<file path="src/rtl/apb_master_if.sv">
// Command/response handshake and APB completer bus for apb_master.
// The master modport is the apb_master view; slave is the environment view.
interface apb_master_if #(
  parameter int unsigned ADDR_WIDTH = 16,
  parameter int unsigned DATA_WIDTH = 32
);
  logic                  cmd_valid;
  logic                  cmd_ready;
  logic                  cmd_write;
  logic [ADDR_WIDTH-1:0] cmd_addr;
  logic [DATA_WIDTH-1:0] cmd_wdata;
  logic                  rsp_valid;
  logic                  rsp_ready;
  logic [DATA_WIDTH-1:0] rsp_rdata;
  logic                  rsp_err;
  logic                  rsp_timeout;
  logic [ADDR_WIDTH-1:0] paddr;
  logic                  psel;
  logic                  penable;
  logic                  pwrite;
  logic [DATA_WIDTH-1:0] pwdata;
  logic [DATA_WIDTH-1:0] prdata;
  logic                  pready;
  logic                  pslverr;

  modport master (
    input  cmd_valid, cmd_write, cmd_addr, cmd_wdata, rsp_ready,
           prdata, pready, pslverr,
    output cmd_ready, rsp_valid, rsp_rdata, rsp_err, rsp_timeout,
           paddr, psel, penable, pwrite, pwdata
  );

  modport slave (
    output cmd_valid, cmd_write, cmd_addr, cmd_wdata, rsp_ready,
           prdata, pready, pslverr,
    input  cmd_ready, rsp_valid, rsp_rdata, rsp_err, rsp_timeout,
           paddr, psel, penable, pwrite, pwdata
  );
endinterface

</file>
<file path="src/rtl/apb_master.sv">
// Single-outstanding APB requester: turns a valid/ready command into an
// IDLE/SETUP/ACCESS transfer and returns a held response with error/timeout.
module apb_master #(
  parameter int unsigned ADDR_WIDTH = 16,
  parameter int unsigned DATA_WIDTH = 32,
  parameter int unsigned TIMEOUT    = 16
) (
  input logic          pclk,
  input logic          preset_n,
  apb_master_if.master bus
);

  localparam int unsigned CNT_W = (TIMEOUT > 1) ? $clog2(TIMEOUT + 1) : 1;

  typedef enum logic [1:0] {IDLE, SETUP, ACCESS} state_e;

  state_e                state_q, state_d;
  logic [ADDR_WIDTH-1:0] paddr_q, paddr_d;
  logic [DATA_WIDTH-1:0] pwdata_q, pwdata_d;
  logic                  pwrite_q, pwrite_d;
  logic                  psel_q, psel_d;
  logic                  penable_q, penable_d;
  logic [CNT_W-1:0]      wait_q, wait_d;
  logic                  rsp_valid_q, rsp_valid_d;
  logic [DATA_WIDTH-1:0] rsp_rdata_q, rsp_rdata_d;
  logic                  rsp_err_q, rsp_err_d;
  logic                  rsp_timeout_q, rsp_timeout_d;
  logic                  cmd_ready_c;
  logic                  timeout_hit_c;

  // Accept only when idle and the response slot is empty or retiring now.
  assign cmd_ready_c   = preset_n && (state_q == IDLE) &&
                         (!rsp_valid_q || bus.rsp_ready);
  assign timeout_hit_c = (TIMEOUT != 0) &&
                         ((32'(wait_q) + 32'd1) == 32'(TIMEOUT));

  always_ff @(posedge pclk or negedge preset_n) begin
    if (!preset_n) begin
      state_q       <= IDLE;
      paddr_q       <= '0;
      pwdata_q      <= '0;
      pwrite_q      <= 1'b0;
      psel_q        <= 1'b0;
      penable_q     <= 1'b0;
      wait_q        <= '0;
      rsp_valid_q   <= 1'b0;
      rsp_rdata_q   <= '0;
      rsp_err_q     <= 1'b0;
      rsp_timeout_q <= 1'b0;
    end else begin
      state_q       <= state_d;
      paddr_q       <= paddr_d;
      pwdata_q      <= pwdata_d;
      pwrite_q      <= pwrite_d;
      psel_q        <= psel_d;
      penable_q     <= penable_d;
      wait_q        <= wait_d;
      rsp_valid_q   <= rsp_valid_d;
      rsp_rdata_q   <= rsp_rdata_d;
      rsp_err_q     <= rsp_err_d;
      rsp_timeout_q <= rsp_timeout_d;
    end
  end

  always_comb begin
    state_d       = state_q;
    paddr_d       = paddr_q;
    pwdata_d      = pwdata_q;
    pwrite_d      = pwrite_q;
    psel_d        = psel_q;
    penable_d     = penable_q;
    wait_d        = wait_q;
    rsp_valid_d   = rsp_valid_q;
    rsp_rdata_d   = rsp_rdata_q;
    rsp_err_d     = rsp_err_q;
    rsp_timeout_d = rsp_timeout_q;

    if (rsp_valid_q && bus.rsp_ready) begin
      rsp_valid_d = 1'b0;
    end

    unique case (state_q)
      IDLE: begin
        if (bus.cmd_valid && cmd_ready_c) begin
          state_d   = SETUP;
          paddr_d   = bus.cmd_addr;
          pwdata_d  = bus.cmd_wdata;
          pwrite_d  = bus.cmd_write;
          psel_d    = 1'b1;
          penable_d = 1'b0;
        end
      end
      SETUP: begin
        state_d   = ACCESS;
        penable_d = 1'b1;
        wait_d    = '0;
      end
      ACCESS: begin
        // pready wins over a timeout firing on the same edge.
        if (bus.pready) begin
          state_d       = IDLE;
          psel_d        = 1'b0;
          penable_d     = 1'b0;
          rsp_valid_d   = 1'b1;
          rsp_rdata_d   = pwrite_q ? '0 : bus.prdata;
          rsp_err_d     = bus.pslverr;
          rsp_timeout_d = 1'b0;
        end else if (timeout_hit_c) begin
          state_d       = IDLE;
          psel_d        = 1'b0;
          penable_d     = 1'b0;
          rsp_valid_d   = 1'b1;
          rsp_rdata_d   = '0;
          rsp_err_d     = 1'b1;
          rsp_timeout_d = 1'b1;
        end else begin
          wait_d = wait_q + CNT_W'(1);
        end
      end
      default: begin
        state_d   = IDLE;
        psel_d    = 1'b0;
        penable_d = 1'b0;
      end
    endcase
  end

  assign bus.cmd_ready   = cmd_ready_c;
  assign bus.paddr       = paddr_q;
  assign bus.pwdata      = pwdata_q;
  assign bus.pwrite      = pwrite_q;
  assign bus.psel        = psel_q;
  assign bus.penable     = penable_q;
  assign bus.rsp_valid   = rsp_valid_q;
  assign bus.rsp_rdata   = rsp_rdata_q;
  assign bus.rsp_err     = rsp_err_q;
  assign bus.rsp_timeout = rsp_timeout_q;

endmodule

</file>
<file path="src/flat_wrapper.sv">
// flat-port wrapper written by rule: the top's interface ports become plain ports
module apb_master_flat 
#(
  parameter int unsigned ADDR_WIDTH = 16,
  parameter int unsigned DATA_WIDTH = 32,
  parameter int unsigned TIMEOUT    = 16
)
  (pclk, preset_n, bus_cmd_valid, bus_cmd_write, bus_cmd_addr, bus_cmd_wdata, bus_rsp_ready, bus_prdata, bus_pready, bus_pslverr, bus_cmd_ready, bus_rsp_valid, bus_rsp_rdata, bus_rsp_err, bus_rsp_timeout, bus_paddr, bus_psel, bus_penable, bus_pwrite, bus_pwdata);
  apb_master_if #(.ADDR_WIDTH(ADDR_WIDTH), .DATA_WIDTH(DATA_WIDTH)) bus_i ();
  input logic pclk;
  input logic preset_n;
  input wire logic [$bits(bus_i.cmd_valid)-1:0] bus_cmd_valid;
  input wire logic [$bits(bus_i.cmd_write)-1:0] bus_cmd_write;
  input wire logic [$bits(bus_i.cmd_addr)-1:0] bus_cmd_addr;
  input wire logic [$bits(bus_i.cmd_wdata)-1:0] bus_cmd_wdata;
  input wire logic [$bits(bus_i.rsp_ready)-1:0] bus_rsp_ready;
  input wire logic [$bits(bus_i.prdata)-1:0] bus_prdata;
  input wire logic [$bits(bus_i.pready)-1:0] bus_pready;
  input wire logic [$bits(bus_i.pslverr)-1:0] bus_pslverr;
  output wire logic [$bits(bus_i.cmd_ready)-1:0] bus_cmd_ready;
  output wire logic [$bits(bus_i.rsp_valid)-1:0] bus_rsp_valid;
  output wire logic [$bits(bus_i.rsp_rdata)-1:0] bus_rsp_rdata;
  output wire logic [$bits(bus_i.rsp_err)-1:0] bus_rsp_err;
  output wire logic [$bits(bus_i.rsp_timeout)-1:0] bus_rsp_timeout;
  output wire logic [$bits(bus_i.paddr)-1:0] bus_paddr;
  output wire logic [$bits(bus_i.psel)-1:0] bus_psel;
  output wire logic [$bits(bus_i.penable)-1:0] bus_penable;
  output wire logic [$bits(bus_i.pwrite)-1:0] bus_pwrite;
  output wire logic [$bits(bus_i.pwdata)-1:0] bus_pwdata;
  assign bus_i.cmd_valid = bus_cmd_valid;
  assign bus_i.cmd_write = bus_cmd_write;
  assign bus_i.cmd_addr = bus_cmd_addr;
  assign bus_i.cmd_wdata = bus_cmd_wdata;
  assign bus_i.rsp_ready = bus_rsp_ready;
  assign bus_i.prdata = bus_prdata;
  assign bus_i.pready = bus_pready;
  assign bus_i.pslverr = bus_pslverr;
  assign bus_cmd_ready = bus_i.cmd_ready;
  assign bus_rsp_valid = bus_i.rsp_valid;
  assign bus_rsp_rdata = bus_i.rsp_rdata;
  assign bus_rsp_err = bus_i.rsp_err;
  assign bus_rsp_timeout = bus_i.rsp_timeout;
  assign bus_paddr = bus_i.paddr;
  assign bus_psel = bus_i.psel;
  assign bus_penable = bus_i.penable;
  assign bus_pwrite = bus_i.pwrite;
  assign bus_pwdata = bus_i.pwdata;
  apb_master #(.ADDR_WIDTH(ADDR_WIDTH), .DATA_WIDTH(DATA_WIDTH), .TIMEOUT(TIMEOUT)) u_core (.pclk(pclk), .preset_n(preset_n), .bus(bus_i));
endmodule
</file>
<file path="config.mk">
export PLATFORM = sky130hd
export DESIGN_NAME = apb_master_flat
export DESIGN_NICKNAME = d
export VERILOG_FILES = /design/src/rtl/apb_master_if.sv /design/src/rtl/apb_master.sv /design/src/flat_wrapper.sv
export SDC_FILE = /design/constraint.sdc
export NUM_CORES = 1
export LEC_CHECK = 0
export CAP_MARGIN = 20
export CELL_PAD_IN_SITES_DETAIL_PLACEMENT = 1
export CELL_PAD_IN_SITES_GLOBAL_PLACEMENT = 2
export CORE_MARGIN = 2
export CORE_UTILIZATION = 27
export CTS_CLUSTER_DIAMETER = 30
export DETAILED_ROUTE_END_ITERATION = 7
export HOLD_SLACK_MARGIN = 0.08
export PLACE_DENSITY = 0.91
export SLEW_MARGIN = 0
export SYNTH_ARGS = -nofsm -noshare
export SYNTH_HDL_FRONTEND = slang
export SYNTH_SLANG_ARGS = --single-unit
</file>
<file path="constraint.sdc">
create_clock -name pclk -period 2 [get_ports pclk]
set_input_delay 0.3 -clock pclk [delete_from_list [all_inputs] [get_ports pclk]]
set_output_delay 0.3 -clock pclk [all_outputs]
set_load 0.02 [all_outputs]
</file>
; ---- Word-level counts from Yosys, hierarchy flattened
; Index checks and enable logic that the tools add are counted.
[totals]
reg_bits = 93
out_inout_bits = 87
wordCells = 58
in_bits = 87
[classes]
n_reduce_logical = 14
addsub = 2
n_mux = 23
n_eq_ne = 7
n_bitwise = 1
[ops]
columns = operator, count
row1 = $mux 32, 3
row2 = $eq 32x5->1 const B, 1
row3 = $mux 1, 11
row4 = $mux 5, 2
row5 = $pmux 5 s2, 1
row6 = $add 5x1->6 const B, 1
row7 = $mux 2, 3
row8 = $ne 2x2->1 const B, 3
row9 = $pmux 1 s3, 2
row10 = $pmux 2 s3, 1
row11 = $reduce_and 2->1, 3
row12 = $reduce_and 3->1, 2
row13 = $add 5x1->5 const B, 1
row14 = $logic_and 1x1->1, 4
row15 = $reduce_bool 2->1, 2
row16 = $ne 3x2->1 const B, 1
row17 = $eq 2x1->1 const B, 1
row18 = $eq 2x2->1 const B, 1
row19 = $logic_not 2->1, 1
row20 = $logic_not 1->1, 1
row21 = $logic_or 1x1->1, 1
row22 = $not 1->1, 1

; ---- Longest topological paths before layout
; Gate-level depths: netlist of run 1.
[logic_depth]
depth_word = 6
mapped_depth = 7

; ---- Worst setup path after synthesis of run 1
; No wires, ideal clock.
[synth_path]
path_type = register to register
from = reg u_core.bus.penable (netlist name)
to = reg u_core.paddr_q[0], in the netlist u_core.bus.paddr[0]
synth_period_minus_slack_ps = 1617
setup_slack_ps = 383
stages_incl_launch_ff = 7
n_path_buf = 3
t_arrival_ps = 1492
path_cell_list = dfrtp_1 buf_4 nor2_2 and4_4 buf_12 buf_12 mux2_4
[synth_rtl]
columns = element, line_no
row1 = to (signal assigned), apb_master.sv:52  ; paddr_q <= paddr_d;
row2 = to (decl), apb_master.sv:18  ; logic [ADDR_WIDTH-1:0] paddr_q, paddr_d;

; ---- Worst setup path in the final report of run 1
[layout_path]
from = in bus_rsp_ready
to = out bus_cmd_ready
[layout_via]
elab_chain_cells = 2
[layout_lines]
columns = element, line_no
row1 = from (decl), flat_wrapper.sv:16  ; input wire logic [$bits(bus_i.rsp_ready)-1:0] bus_rsp_ready;
row2 = $logic_or 1x1->1, apb_master.sv:33  ; (!rsp_valid_q || bus.rsp_ready);
row3 = $logic_and 1x1->1, apb_master.sv:32  ; assign cmd_ready_c = preset_n && (state_q == IDLE) &&
row4 = to (decl), flat_wrapper.sv:20  ; output wire logic [$bits(bus_i.cmd_ready)-1:0] bus_cmd_ready;
; Every way passes these cells.

==> reports/qor.csv, run 1 <==
metric,value,unit
status,completed,
drt_iter0_drc,85,
worstPathMaxFanout,3,
synth.distinct_cells,36,
dr.pass1.iters,4,
p_leak,2.819,nW
period_needed,1.933,ns
final_cell_count_no_fill,680,
fin_crit_sh,96.64,%
fin_skew,0.006508,ns
die_w,127.4,um
max-clock-path-buffers,2,
final_layout_size_suffix_gt1_share,16.87,%
syn-instance-count,309,
cp-end-kind,primary output,
drcViolationCount,0,
cp.required,1.70,ns
ios,174,
synthTopCellsByArea,"dfrtp_1, mux2_4, a22oi_1",
tightest_slew,0.4657,ns
grt_first_pass_wirelength,18.92,mm
fillers,1610,
vdd_drop_max,0.4003,mV
fp.coreArea,15030,sq um
totalWireLength,11.83,mm
crit_buf_inv,2,
dieArea,16230,sq um
rsz0062_at_grt,no,
reg2reg_slack,0.32,ns
crit_chain,clkdlybuf4s50_1 > nand2b_1 > and3_1 > clkdlybuf4s50_1,
slowest_stage,clkdlybuf4s50_1,
maxCapViolations,0,
postLayoutSetupSlackWorst,0.06723,ns
root_buffer,clkbuf_16,
syn_to_final_growth,53.70,%
gp_congestion,0.7642,
clkSlewWorstSetupHoldPaths,0.06,ns
mostFrequentLayoutCells,"clkdlybuf4s50_1, dfrtp_1, mux2_4",
crit_family,buffers and inverters,
critPathKind,input pin to primary output,
syn_area,4110,sq um
fin_nets,575,
grt.overflow.total,0,
grt_antenna_before_repair,1,
cpMostUsedCell,clkdlybuf4s50_1,
grt_max_degree,87,
grt_pass1_vias,3439,
hold_viol,0,
yosysSeqAreaShare,56.01,%
yosys_most_used_dff,dfrtp_1,
final_core_util,42.02,%
pre_cts_ws,0.06706,ns
tritoncts,built,
cts_max_level,3,
maxSlewHeadroom,68.95,%
netlist.top_cell.by_area,dfrtp_1,
critPathLaunchType,input pin,
cp_slowest_stage_delay,0.60,ns
cts.sinks,92,
vias,3149,
row_count,45,
final_common_cell,clkdlybuf4s50_1,
setup_viol,0,
synth_top_cell_area_share,56.01,%
hold_class,input pin to async pin,
dp_cells,662,
wire_per_inst,17.39,um
synth_edf_count,0,
post_cts.repair.setup_buffers,0,
die_h,127.4,um
n_antenna_cell,0,
max_freq,517.4,MHz
numCtsBuffers,9,
tns,0,ns
antenna_left,0,
timing.final.max_slew_violations,0,
avgSynthCellArea,13.30,sq um
grt_use_total,14.98,%
start_util,27.34,%
portBuffers,173,
dp_hpwl,8.432,mm
synth-seq-cells,92,
worstPathArrival,1.63,ns
synth_nets,397,
post_drt_via_cell_ratio,4.631,
worstSkewPairLatency,0.34,ns
async_reset_ff_share,100.0,%
powerDensity,1253,nW/um^2
yosys_warnings,0,
==> routing by layer <==
metal	vias up	global-route usage, %	routed length (um)
met2	134	24.41	5650
met3	15	4.104	971
met5	-	0	13
met1	1568	19.15	5007
li1	1430	-	-
met4	2	5.430	182
==> cell type report <==
class | instances | area (sq um) | share of cell area (%)
inverter | 35 | 131.4 | 2.080
sequential | 92 | 2302 | 36.44
clock inverter | 6 | 65.06 | 1.030
tap | 188 | 235.2 | 3.724
timing repair buffer | 186 | 1882 | 29.79
multi-input combinational | 163 | 1473 | 23.31
clock buffer | 10 | 229.0 | 3.624
==> through the flow <==
step	cell area, sq um	hold WS, ns	power (mW)
6_report	6317	0.4134	7.916
5_1_grt	6317	0.4348	8.365
4_1_cts	6317	0.4073	8.026
3_5_place_dp	6003	0.1390	6.253
3_3_place_gp	6003	0.1328	6.144
2_1_floorplan	4110	0.004409	4.613
==> flip-flops by register name, summed over array words and instances (netlist names) <==
| signal | count |
|---|---|
| u_core.bus.pwdata | 32 |
| u_core.bus.penable | 1 |
| u_core.wait_q | 5 |
| u_core.bus.rsp_timeout | 1 |
| u_core.bus.pwrite | 1 |
| u_core.bus.rsp_rdata | 32 |
| u_core.bus.psel | 1 |
| u_core.bus.rsp_err | 1 |
| u_core.bus.rsp_valid | 1 |
| u_core.bus.paddr | 16 |
| u_core.state_q | 1 |
==> synth_stat cells, types with 2 or more instances <==
library cell	number
buf_2	6
buf_12	6
buf_6	3
o21ai_1	11
buf_4	2
o21ai_0	24
inv_1	35
mux2_2	2
dfrtp_1	92
a22oi_1	32
nand3b_1	2
a21o_1	2
nor2b_1	2
mux2_4	48
a21oi_1	7
clkbuf_1	2
nand2_1	7
mux2i_1	2
nor2_1	2
nand2b_1	6
==> kinds of logic after synthesis <==
logic type / Yosys count / share of synthesized area (%)
AO/OA/AOI/OAI: 83 / 12.69
adder cells (fa/ha/maj): 1 / 0.3044
buffers and inverters: 54 / 8.219
flip-flops: 92 / 56.01
multiplexers: 53 / 19.12
AND/OR/NAND/NOR: 26 / 3.653
==> power by group <==
part | internal, mW | switching [mW]
registers | 2.44 | 0.423
clock network | 0.970 | 0.740
logic | 1.84 | 1.50
total | 5.25 | 2.66
==> repair_timing <==
action,4_1_cts,5_1_grt
hold buffers,2,0
resized for setup,0,0
hold endpoints to repair,6,0
==> worst paths after layout <==
kind                       cells past startpoint                      end                  start
max in group asynchronous                      3  u_core.bus.rsp_rdata[4]               preset_n
setup reg to reg                               5  u_core.bus.rsp_rdata[1]       u_core.wait_q[0]
min in group pclk                              1    u_core.bus.pwdata[19]  u_core.bus.pwdata[19]
setup / recovery                               4            bus_cmd_ready          bus_rsp_ready
hold reg to reg                                1    u_core.bus.pwdata[19]  u_core.bus.pwdata[19]
hold / removal                                 2         u_core.wait_q[4]               preset_n
==> worst reg2reg max path, stage by stage (launching register included) <==
cell and delay (ns):
dfrtp_1 0.44, ha_1 0.28, and2_1 0.21, a21o_1 0.22
buf_12 0.17, o21ai_0 0.26
Note: power is estimated with default switching activity, not from simulation.
==> run 2: changes to the inputs <==
--- a/config.mk
+++ b/config.mk
@@ -11,6 +11,7 @@
 export CORE_MARGIN = 2
 export CORE_UTILIZATION = 27
 export CTS_CLUSTER_DIAMETER = 30
+export CTS_CLUSTER_SIZE = 30
 export DETAILED_ROUTE_END_ITERATION = 7
 export HOLD_SLACK_MARGIN = 0.08
 export PLACE_DENSITY = 0.91
==> results of run 2 <==
The final DEF is identical to that of run 1; final timing and power are the same.
==> run 3: changes to the inputs <==
--- a/config.mk
+++ b/config.mk
@@ -9,12 +9,12 @@
 export CELL_PAD_IN_SITES_DETAIL_PLACEMENT = 1
 export CELL_PAD_IN_SITES_GLOBAL_PLACEMENT = 2
 export CORE_MARGIN = 2
-export CORE_UTILIZATION = 27
+export CORE_UTILIZATION = 24
 export CTS_CLUSTER_DIAMETER = 30
-export CTS_CLUSTER_SIZE = 30
+export CTS_CLUSTER_SIZE = 25
 export DETAILED_ROUTE_END_ITERATION = 7
 export HOLD_SLACK_MARGIN = 0.08
-export PLACE_DENSITY = 0.91
+export PLACE_DENSITY_LB_ADDON = 0.1
 export SLEW_MARGIN = 0
 export SYNTH_ARGS = -nofsm -noshare
 export SYNTH_HDL_FRONTEND = slang
==> constraint.sdc (replaced) <==
create_clock -name pclk -period 1.6 [get_ports pclk]
set_input_delay 0.24 -clock pclk [delete_from_list [all_inputs] [get_ports pclk]]
set_output_delay 0.24 -clock pclk [all_outputs]
set_load 0.02 [all_outputs]
==> run 3 against run 2 <==
  * Sequential power increased by 23%
  * Sequential share of layout area decreased by 1.2 points
  * Routed wire length decreased by 0.35%
  * Die area increased by 12%
  * Flip-flop and latch count unchanged
  * Setup slack got worse by 0.026 ns
  * Final cell count increased by 5.4%
  * Critical path depth decreased by 3
  * Total power increased by 27%
==> reports/qor.csv, run 3 (synthesis gave the netlist of run 1 again) <==
metric,value,unit
crit_buf_inv,1,
worstReg2RegEnd,u_core.wait_q[0],
fin_skew,0.009088,ns
totalWireLength,11.78,mm
cp_slowest_stage_delay,0.62,ns
portBuffers,173,
grt_first_pass_wirelength,18.53,mm
final_common_cell,clkdlybuf4s50_1,
crit_family,buffers and inverters,
fillers,1783,
grt_use_met1,17.58,%
p_leak,3.192,nW
maxCapViolations,0,
critPathLaunchType,flop,
crit_chain,clkdlybuf4s50_1,
fin_crit_sh,97.44,%
syn_to_final_growth,59.12,%
use_met2,20.08,%
grt.busiest_layer,met2,
final_cell_count_no_fill,717,
final_layout_size_suffix_gt1_share,18.71,%
gp_congestion,0.7388,
max-clock-path-buffers,2,
dr.pass1.iters,3,
rr_startpoint,u_core.wait_q[0],
cts_max_level,3,
dp_cells,700,
die_w,134.9,um
powerDensity,1539,nW/um^2
cp.required,1.36,ns
cts.sinks,92,
reg2reg_depth,4,
tritoncts,built,
critPathCapture,bus_paddr[0],
startpoint,u_core.bus.paddr[0],
vdd_drop_max,0.5180,mV
wire_per_inst,16.44,um
cp-end-kind,primary output,
slowest_stage,clkdlybuf4s50_1,
worstPathMaxFanout,2,
setup_viol,0,
dieArea,18190,sq um
grt_use_total,13.24,%
worstPathArrival,1.32,ns
row_count,47,
start_util,24.70,%
grtUsageMet3,4.542,%
max_freq,641.4,MHz
grt.overflow.total,0,
maxSlewHeadroom,48.44,%
path_depth,1,
critPathKind,flop to primary output,
hold_class,input pin to async pin,
antenna_left,0,
tns,0,ns
numCtsBuffers,9,
timing.final.max_slew_violations,0,
post_drt_via_cell_ratio,4.276,
grt_max_degree,60,
fp.coreArea,16640,sq um
grt_pass1_vias,3314,
grt_antenna_before_repair,0,
final_core_util,39.30,%
fin_nets,580,
drcViolationCount,0,
mostFrequentLayoutCells,"clkdlybuf4s50_1, dfrtp_1, mux2_4",
die_h,134.9,um
status,completed,
ios,174,
dp_hpwl,8.402,mm
worstSkewPairLatency,0.34,ns
period_needed,1.559,ns
tightest_slew,0.7734,ns
drt_iter0_drc,73,
hold_viol,0,
n_antenna_cell,0,
reg2reg_slack,0.08,ns
clkSlewWorstSetupHoldPaths,0.07,ns
root_buffer,clkbuf_16,
vias,3066,
==> run 3: cell types whose count changed in the layout (fill, tap and decap cells not counted), moves of 4 or more <==
cell             before  now
dlymetal6s2s_1        0   41
buf_4                 8   12
o21ai_0              24   17
clkdlybuf4s50_1     172  105
dlygate4sd2_1         0   25
o21ai_1              11   18
==> run 3: area by class of cell <==
| class | count | area, sq um | share of cell area [%] |
|---|---|---|---|
| Clock buffer | 10 | 239.0 | 3.654 |
| Clock inverter | 6 | 116.4 | 1.779 |
| Inverter | 35 | 131.4 | 2.009 |
| Multi-Input combinational cell | 163 | 1475 | 22.56 |
| Sequential cell | 92 | 2303 | 35.22 |
| Tap cell | 220 | 275.3 | 4.209 |
| Timing Repair Buffer | 191 | 1999 | 30.57 |
==> run 3: through the flow <==
stage	setup slack, ns	power, mW	hold slack [ns]	instance area [sq um]
6_report	0.04101	10.06	0.09047	6540
5_1_grt	-0.001773	10.67	0.1488	6540
4_1_cts	0.0006776	10.31	0.1294	6436
3_5_place_dp	-0.2483	7.808	0.3643	6102
3_3_place_gp	-0.2266	7.744	0.3676	6102
2_1_floorplan	0.0006984	5.767	-0.05559	4111
==> run 3: worst min-delay path by stage <==
stage	from	to	slack, ns	cells after the start
3_5_place_dp	preset_n	u_core.bus.paddr[0]	0.36	2
3_3_place_gp	preset_n	u_core.bus.paddr[0]	0.37	2
5_1_grt	preset_n	u_core.bus.paddr[3]	0.15	2
2_1_floorplan	preset_n	u_core.bus.paddr[0]	-0.06	0
4_1_cts	preset_n	u_core.bus.pwdata[22]	0.13	2
6_report	preset_n	u_core.bus.paddr[3]	0.09	2
==> run 3: metal layers <==
metal  share of wire [%]  up-vias
met1                  46     1500
met5                   0        -
met3                 8.6       10
met4                 1.3        0
met2                  45      116
li1                    -     1440
==> run 3: report_power, final <==
part	leakage [nW]	internal [mW]	switching, mW	total (mW)
logic	1.98	2.13	1.86	3.99
clock network	0.174	1.59	0.959	2.55
registers	1.04	3.05	0.478	3.53
==> run 3: timing repair <==
item	CTS	global route
setup buffers	0	0
endpoints found under the setup margin	27	65
hold buffers	1	0
hold endpoints to repair	33	0
gates resized for setup	28	50
